**src/rtl/fc_result_scorer.sv**
```systemverilog
// Result scorer for the fc_top_ip logit stream: argmax over N_CLASS logits per sample,
// label matching through a one-entry buffer, run counters and accumulator magnitude tracking.
module fc_result_scorer #(
    parameter int DATA_W    = 36,
    parameter int N_CLASS   = 2,
    parameter int N_SAMPLES = 42,
    parameter int CLS_W     = $clog2(N_CLASS),
    parameter int CNT_W     = 16
) (
    input  logic                          clk_i,
    input  logic                          rst_i,
    input  logic                          clear_i,
    input  logic [DATA_W-1:0]             logit_i,
    input  logic                          logit_vld_i,
    input  logic [DATA_W-1:0]             acc_i,
    input  logic                          acc_vld_i,
    input  logic [CLS_W-1:0]              label_i,
    input  logic                          label_vld_i,
    output logic                          label_rdy_o,
    output logic [CLS_W-1:0]              pred_o,
    output logic                          pred_vld_o,
    output logic                          hit_o,
    output logic [CNT_W-1:0]              sample_cnt_o,
    output logic [CNT_W-1:0]              correct_cnt_o,
    output logic [DATA_W-1:0]             max_abs_o,
    output logic [$clog2(DATA_W+2)-1:0]   req_bits_o,
    output logic                          overrun_o,
    output logic                          done_o
);
    localparam int REQ_W = $clog2(DATA_W + 2);

    typedef enum logic [1:0] {IDLE, COLLECT, WAIT_LBL, DONE} state_t;

    state_t                    state;
    logic                      vld_d;
    logic                      full;
    logic [CLS_W-1:0]          lbl;
    logic [CLS_W-1:0]          k;
    logic [CLS_W-1:0]          best_idx;
    logic signed [DATA_W-1:0]  best_val;
    logic [DATA_W-1:0]         acc_abs;
    logic [REQ_W-1:0]          req_next;
    logic [CNT_W-1:0]          sample_next;
    logic                      edge_seen;
    logic                      lbl_take;
    logic                      hit_now;

    assign edge_seen   = logit_vld_i & ~vld_d;
    assign lbl_take    = label_vld_i & ~full & (state != DONE);
    assign label_rdy_o = ~full;
    // Labels outside the class range can never equal best_idx, so they score a miss naturally.
    assign hit_now     = (best_idx == lbl);
    assign sample_next = sample_cnt_o + CNT_W'(1);
    assign acc_abs     = acc_i[DATA_W-1] ? (~acc_i + {{(DATA_W-1){1'b0}}, 1'b1}) : acc_i;

    // Signed width of max_abs_o: magnitude bits (at least one) plus a sign bit.
    always_comb begin
        req_next = REQ_W'(2);
        for (int i = 1; i < DATA_W; i++) begin
            if (max_abs_o[i]) req_next = REQ_W'(i + 2);
        end
    end

    always_ff @(posedge clk_i or posedge rst_i) begin
        if (rst_i) begin
            state         <= IDLE;
            vld_d         <= 1'b0;
            full          <= 1'b0;
            lbl           <= '0;
            k             <= '0;
            best_idx      <= '0;
            best_val      <= '0;
            pred_o        <= '0;
            pred_vld_o    <= 1'b0;
            hit_o         <= 1'b0;
            sample_cnt_o  <= '0;
            correct_cnt_o <= '0;
            max_abs_o     <= '0;
            req_bits_o    <= REQ_W'(2);
            overrun_o     <= 1'b0;
            done_o        <= 1'b0;
        end else if (clear_i) begin
            state         <= IDLE;
            vld_d         <= 1'b0;
            full          <= 1'b0;
            lbl           <= '0;
            k             <= '0;
            best_idx      <= '0;
            best_val      <= '0;
            pred_o        <= '0;
            pred_vld_o    <= 1'b0;
            hit_o         <= 1'b0;
            sample_cnt_o  <= '0;
            correct_cnt_o <= '0;
            max_abs_o     <= '0;
            req_bits_o    <= REQ_W'(2);
            overrun_o     <= 1'b0;
            done_o        <= 1'b0;
        end else begin
            vld_d      <= logit_vld_i;
            pred_vld_o <= 1'b0;
            req_bits_o <= req_next;
            if (acc_vld_i && (acc_abs > max_abs_o)) max_abs_o <= acc_abs;
            if (lbl_take) begin
                full <= 1'b1;
                lbl  <= label_i;
            end
            case (state)
                IDLE: begin
                    if (edge_seen) begin
                        best_idx <= '0;
                        best_val <= logit_i;
                        k        <= CLS_W'(1);
                        state    <= COLLECT;
                    end
                end
                COLLECT: begin
                    if (edge_seen) overrun_o <= 1'b1;
                    // >= lets a later class win a tie.
                    if ($signed(logit_i) >= best_val) begin
                        best_val <= logit_i;
                        best_idx <= k;
                    end
                    if (k == CLS_W'(N_CLASS - 1)) state <= WAIT_LBL;
                    else k <= k + CLS_W'(1);
                end
                WAIT_LBL: begin
                    if (edge_seen) overrun_o <= 1'b1;
                    if (full) begin
                        pred_o       <= best_idx;
                        hit_o        <= hit_now;
                        pred_vld_o   <= 1'b1;
                        sample_cnt_o <= sample_next;
                        if (hit_now) correct_cnt_o <= correct_cnt_o + CNT_W'(1);
                        full   <= 1'b0;
                        done_o <= (sample_next == CNT_W'(N_SAMPLES));
                        state  <= (sample_next == CNT_W'(N_SAMPLES)) ? DONE : IDLE;
                    end
                end
                DONE: done_o <= 1'b1;
                default: state <= IDLE;
            endcase
        end
    end
endmodule
```
**config.mk**
```make
export PLATFORM = sky130hd
export DESIGN_NAME = fc_result_scorer
export DESIGN_NICKNAME = d
export VERILOG_FILES = /design/src/rtl/fc_result_scorer.sv
export SDC_FILE = /design/constraint.sdc
export NUM_CORES = 1
export LEC_CHECK = 0
export BUFFER_PORTS_ARGS = -buffer_cell sky130_fd_sc_hd__buf_2
export CORE_AREA = 2 2 183 140
export CTS_CLUSTER_DIAMETER = 30
export CTS_CLUSTER_SIZE = 12
export DETAILED_ROUTE_END_ITERATION = 8
export DIE_AREA = 0 0 185 142
export MAX_ROUTING_LAYER = met4
export PLACE_DENSITY = 0.63
export SLEW_MARGIN = 0
export SYNTH_ARGS = -nofsm -noshare
export SYNTH_HDL_FRONTEND = slang
export SYNTH_SLANG_ARGS = --single-unit
```
**constraint.sdc**
```tcl
create_clock -name clk_i -period 4.6 [get_ports clk_i]
set_input_delay 0.69 -clock clk_i [delete_from_list [all_inputs] [get_ports clk_i]]
set_output_delay 0.69 -clock clk_i [all_outputs]
set_load 0.02 [all_outputs]
```
==> impl_results.md <==
* Pin count of the biggest net entering global routing at 80
* FF-to-FF path depth at 10
* IO Count at about 160
* MaxCap Viol Count at 0
* Final Skew at 0.0102 ns
* Total congestion overflow at 0
* Post-synth top area share at ~36%
* Fin crit period at 4.11 ns
* Synth top area cells: dfrtp_1, ha_1, mux2i_1
* Rows at 50
* Number of synthesized flops with an enable pin at 0
* Setup violators final at 0
* Worst-path cell chain: buf_2, or4_4, nor4_4, nand3_2, o41ai_1, xnor2_1, ha_1, a21o_1, a21oi_1, o22ai_1, a2111oi_0, a211o_2, buf_12, mux2i_1
* Die height at between 100 and 150 microns
* Final nets at 1,270
* Setup TNS Final at 0 ns
* DR iter-0 viols at 463
* Post-CTS sizing at 0
* Hold-fix buffers, CTS at 0
* Ys async rst share at 100%
* RSZ-0062 raised after global routing: false
* Synth Flop Type: dfrtp_1
* Synthesized cell area at 0.00849 sq mm
* DRC at 0
* Slowest cell on the critical path: or4_4
* Clock Tree Buf Depth at 2
* Cell variety after synth at 58
* Leak pwr at 4.97 nW
* Antenna viol nets, final at 0
* Root Buffer Master: clkbuf_16
* R2r setup slk at about 1.5 ns
* Via Count at 7,398
* Sum of routed wire length over all layers at roughly 22 mm
* CP top delay family: compound AO/OA/AOI/OAI gates
* WP depth at 14
* Diodes inserted at 0
* Max FO, Critical Path at 21
* Synth area leader: dfrtp_1
* Arrival time at the worst endpoint at around 4.4 ns
* Synth Area per Inst at 8.87 sq um
* Vias in the first global route at 6,995
* Max incr delay on CP at 0.57 ns
* TritonRoute pass-1 iters at 5
* Initial core utilization at 34.6%
* CTS clk-pin slew, worst paths at around 0.060 ns
* Layout cell share with drive strength beyond 1 at about a fifth
* Setup WS post-layout at 0.489 ns
* Total GRT Usage at 17.7%
* DP Wirelength at 17.0 mm
* Non-Filler Instances at 1,462
* Worst EP required at 4.93 ns
* PwrDens at about 350 mW/mm^2
* Post CTS Setup Buffer Count at 0
* Highest clock rate at 0.243 GHz
* # clock sinks at 122
* Worst slack, placed at 0.107 ns
* Ys Warns at 0
* Total CTS buffers at 17
* Hold crit path type: in -> async
* Wirelength per Cell at 15.3 microns
* Clock Latency Late Sink at 0.42 ns
* H-tree depth at 4
* Initial antenna violation count at 0
* Flops & latches, synth at 122
* Core ar. at 0.0245 sq mm
* Slew Viols, Final at 0
* Worst slew margin at 50.2%
* DIE WIDTH at approximately 190 microns
* GPL Wtd Cong at 0.889
* Area Overhead vs Synth at 20.6%
* Final number of hold-violating endpoints at 0
* Setup crit end kind: flop
* Worst slew pin tran at 0.748 ns
* Final period utilization at 89.4%
* Register area share after synthesis at 36.0%
* Syn Inst Count at about 960
* Placed cells at 1,430
* Die Area at 0.0263 sq mm
* Port Buffers at between 150 and 200
* Global-route wire length before repair at ~36 mm
* Run status: complete, no violations
* Peak VDD IR at 0.000265 V
* CTS tree: yes
* CP Launch Type: input pin
* Drt via density at slightly above 5
* Buffers & Inverters on Critical Path at 2
* WS Path Type: in -> reg
* Mapped Nets at 1,116
-- report_power, final --
group          switching [mW]  internal [mW]  leakage, nW
sequential             0.0881           1.18         1.64
clock                   0.587          0.721        0.274
combinational           0.619          0.417         3.06
-- cell families after synthesis --
family                     Yosys count  share of synthesized area [%]
AOI/OAI and AO/OA                  160                           12.1
DFF                                122                           36.0
xor gates and xnor gates            60                           6.19
adders and majority gates           80                           11.8
buffers and inverters              126                           6.30
muxes                               76                           9.02
and+or+nand+nor                    333                           18.6
-- synth_stat cells, drive strengths merged (10+ instances only) --
cell / count
a21o: 16
a21oi: 46
buf: 10
clkbuf: 23
dfrtp: 121
ha: 80
inv: 93
mux2i: 75
nand2: 152
nand3: 21
nand4: 28
nor2: 50
nor2b: 11
nor3: 13
nor4: 12
o21ai: 41
o31ai: 10
o41ai: 11
or3: 15
xnor2: 45
xor2: 15
-- routing by layer --
layer	part of all wire (%)	GRT usage (%)	vias up
met3	6.1	4.04	17
met1	50	25.2	3528
met4	0.82	3.26	0
met5	0	-	-
li1	-	-	3653
met2	43	25.8	200
-- placed cells by master (no fill, tap or decap), types with 4 or more instances in the layout --
| cell type | n |
|---|---|
| a21o_1 | 16 |
| buf_12 | 4 |
| xor2_1 | 15 |
| inv_8 | 5 |
| buf_4 | 6 |
| a211oi_1 | 4 |
| nor2_1 | 50 |
| and3_1 | 6 |
| nand2_1 | 152 |
| inv_6 | 6 |
| and2_1 | 4 |
| a31oi_1 | 5 |
| buf_2 | 158 |
| nor3_1 | 13 |
| and4_1 | 4 |
| o21ai_0 | 41 |
| a21oi_1 | 46 |
| inv_1 | 91 |
| dfrtp_1 | 121 |
| nor4_1 | 11 |
| ha_1 | 80 |
| o41ai_1 | 10 |
| nand4_1 | 28 |
| xnor2_1 | 45 |
| clkbuf_16 | 17 |
| or3_1 | 15 |
| o31ai_1 | 10 |
| nand2b_1 | 7 |
| o21a_1 | 6 |
| mux2i_1 | 75 |
| nor2b_1 | 11 |
| nand3_1 | 20 |
-- path summary, 6_finish.rpt --
path / startpoint / to
min in group clk_i: logit_vld_i / vld_d
max in group asynchronous: rst_i / vld_d
min: rst_i / req_bits_o[3]
max: acc_i[10] / max_abs_o[2]
max reg2reg: best_val[13] / best_val[25]
min reg2reg: k / best_idx
-- area by class of cell --
type / instances / area [sq um]
fill: 2501 / 14300
tap: 338 / 423
clock buffer: 17 / 425
multi-input combinational: 709 / 4920
clock inverter: 15 / 148
inverter: 93 / 353
sequential: 122 / 3050
timing repair buffer: 168 / 916
-- state kept, by name, indices dropped and copies added (netlist names), 2 cells and up --
name,cells
correct_cnt_o,16
sample_cnt_o,16
req_bits_o,6
best_val,36
max_abs_o,36
state,2
-- worst reg2reg max path, stage by stage, from the launching register on --
cell      delay, ns
dfrtp_1        0.36
inv_1          0.07
ha_1           0.24
a21o_1         0.18
a221o_1        0.35
a221oi_1       0.30
o21ai_0        0.15
or4_1          0.53
o311ai_4       0.11
buf_4          0.48
mux2i_1        0.26
-- stage by stage --
stage / power (mW) / instance area, sq um / hold WS, ns / util [%]
finish: 3.62 / 10200 / 0.410 / 41.7
CTS: 3.66 / 10200 / 0.431 / 41.7
detailed placement: 2.33 / 9660 / 0.507 / 39.4
floorplan: 1.99 / 8490 / 0.486 / -
global placement: 2.31 / 9660 / 0.482 / 39.4
global route: 3.83 / 10200 / 0.469 / 41.7
No activity file was read; power rests on OpenSTA's default activity.
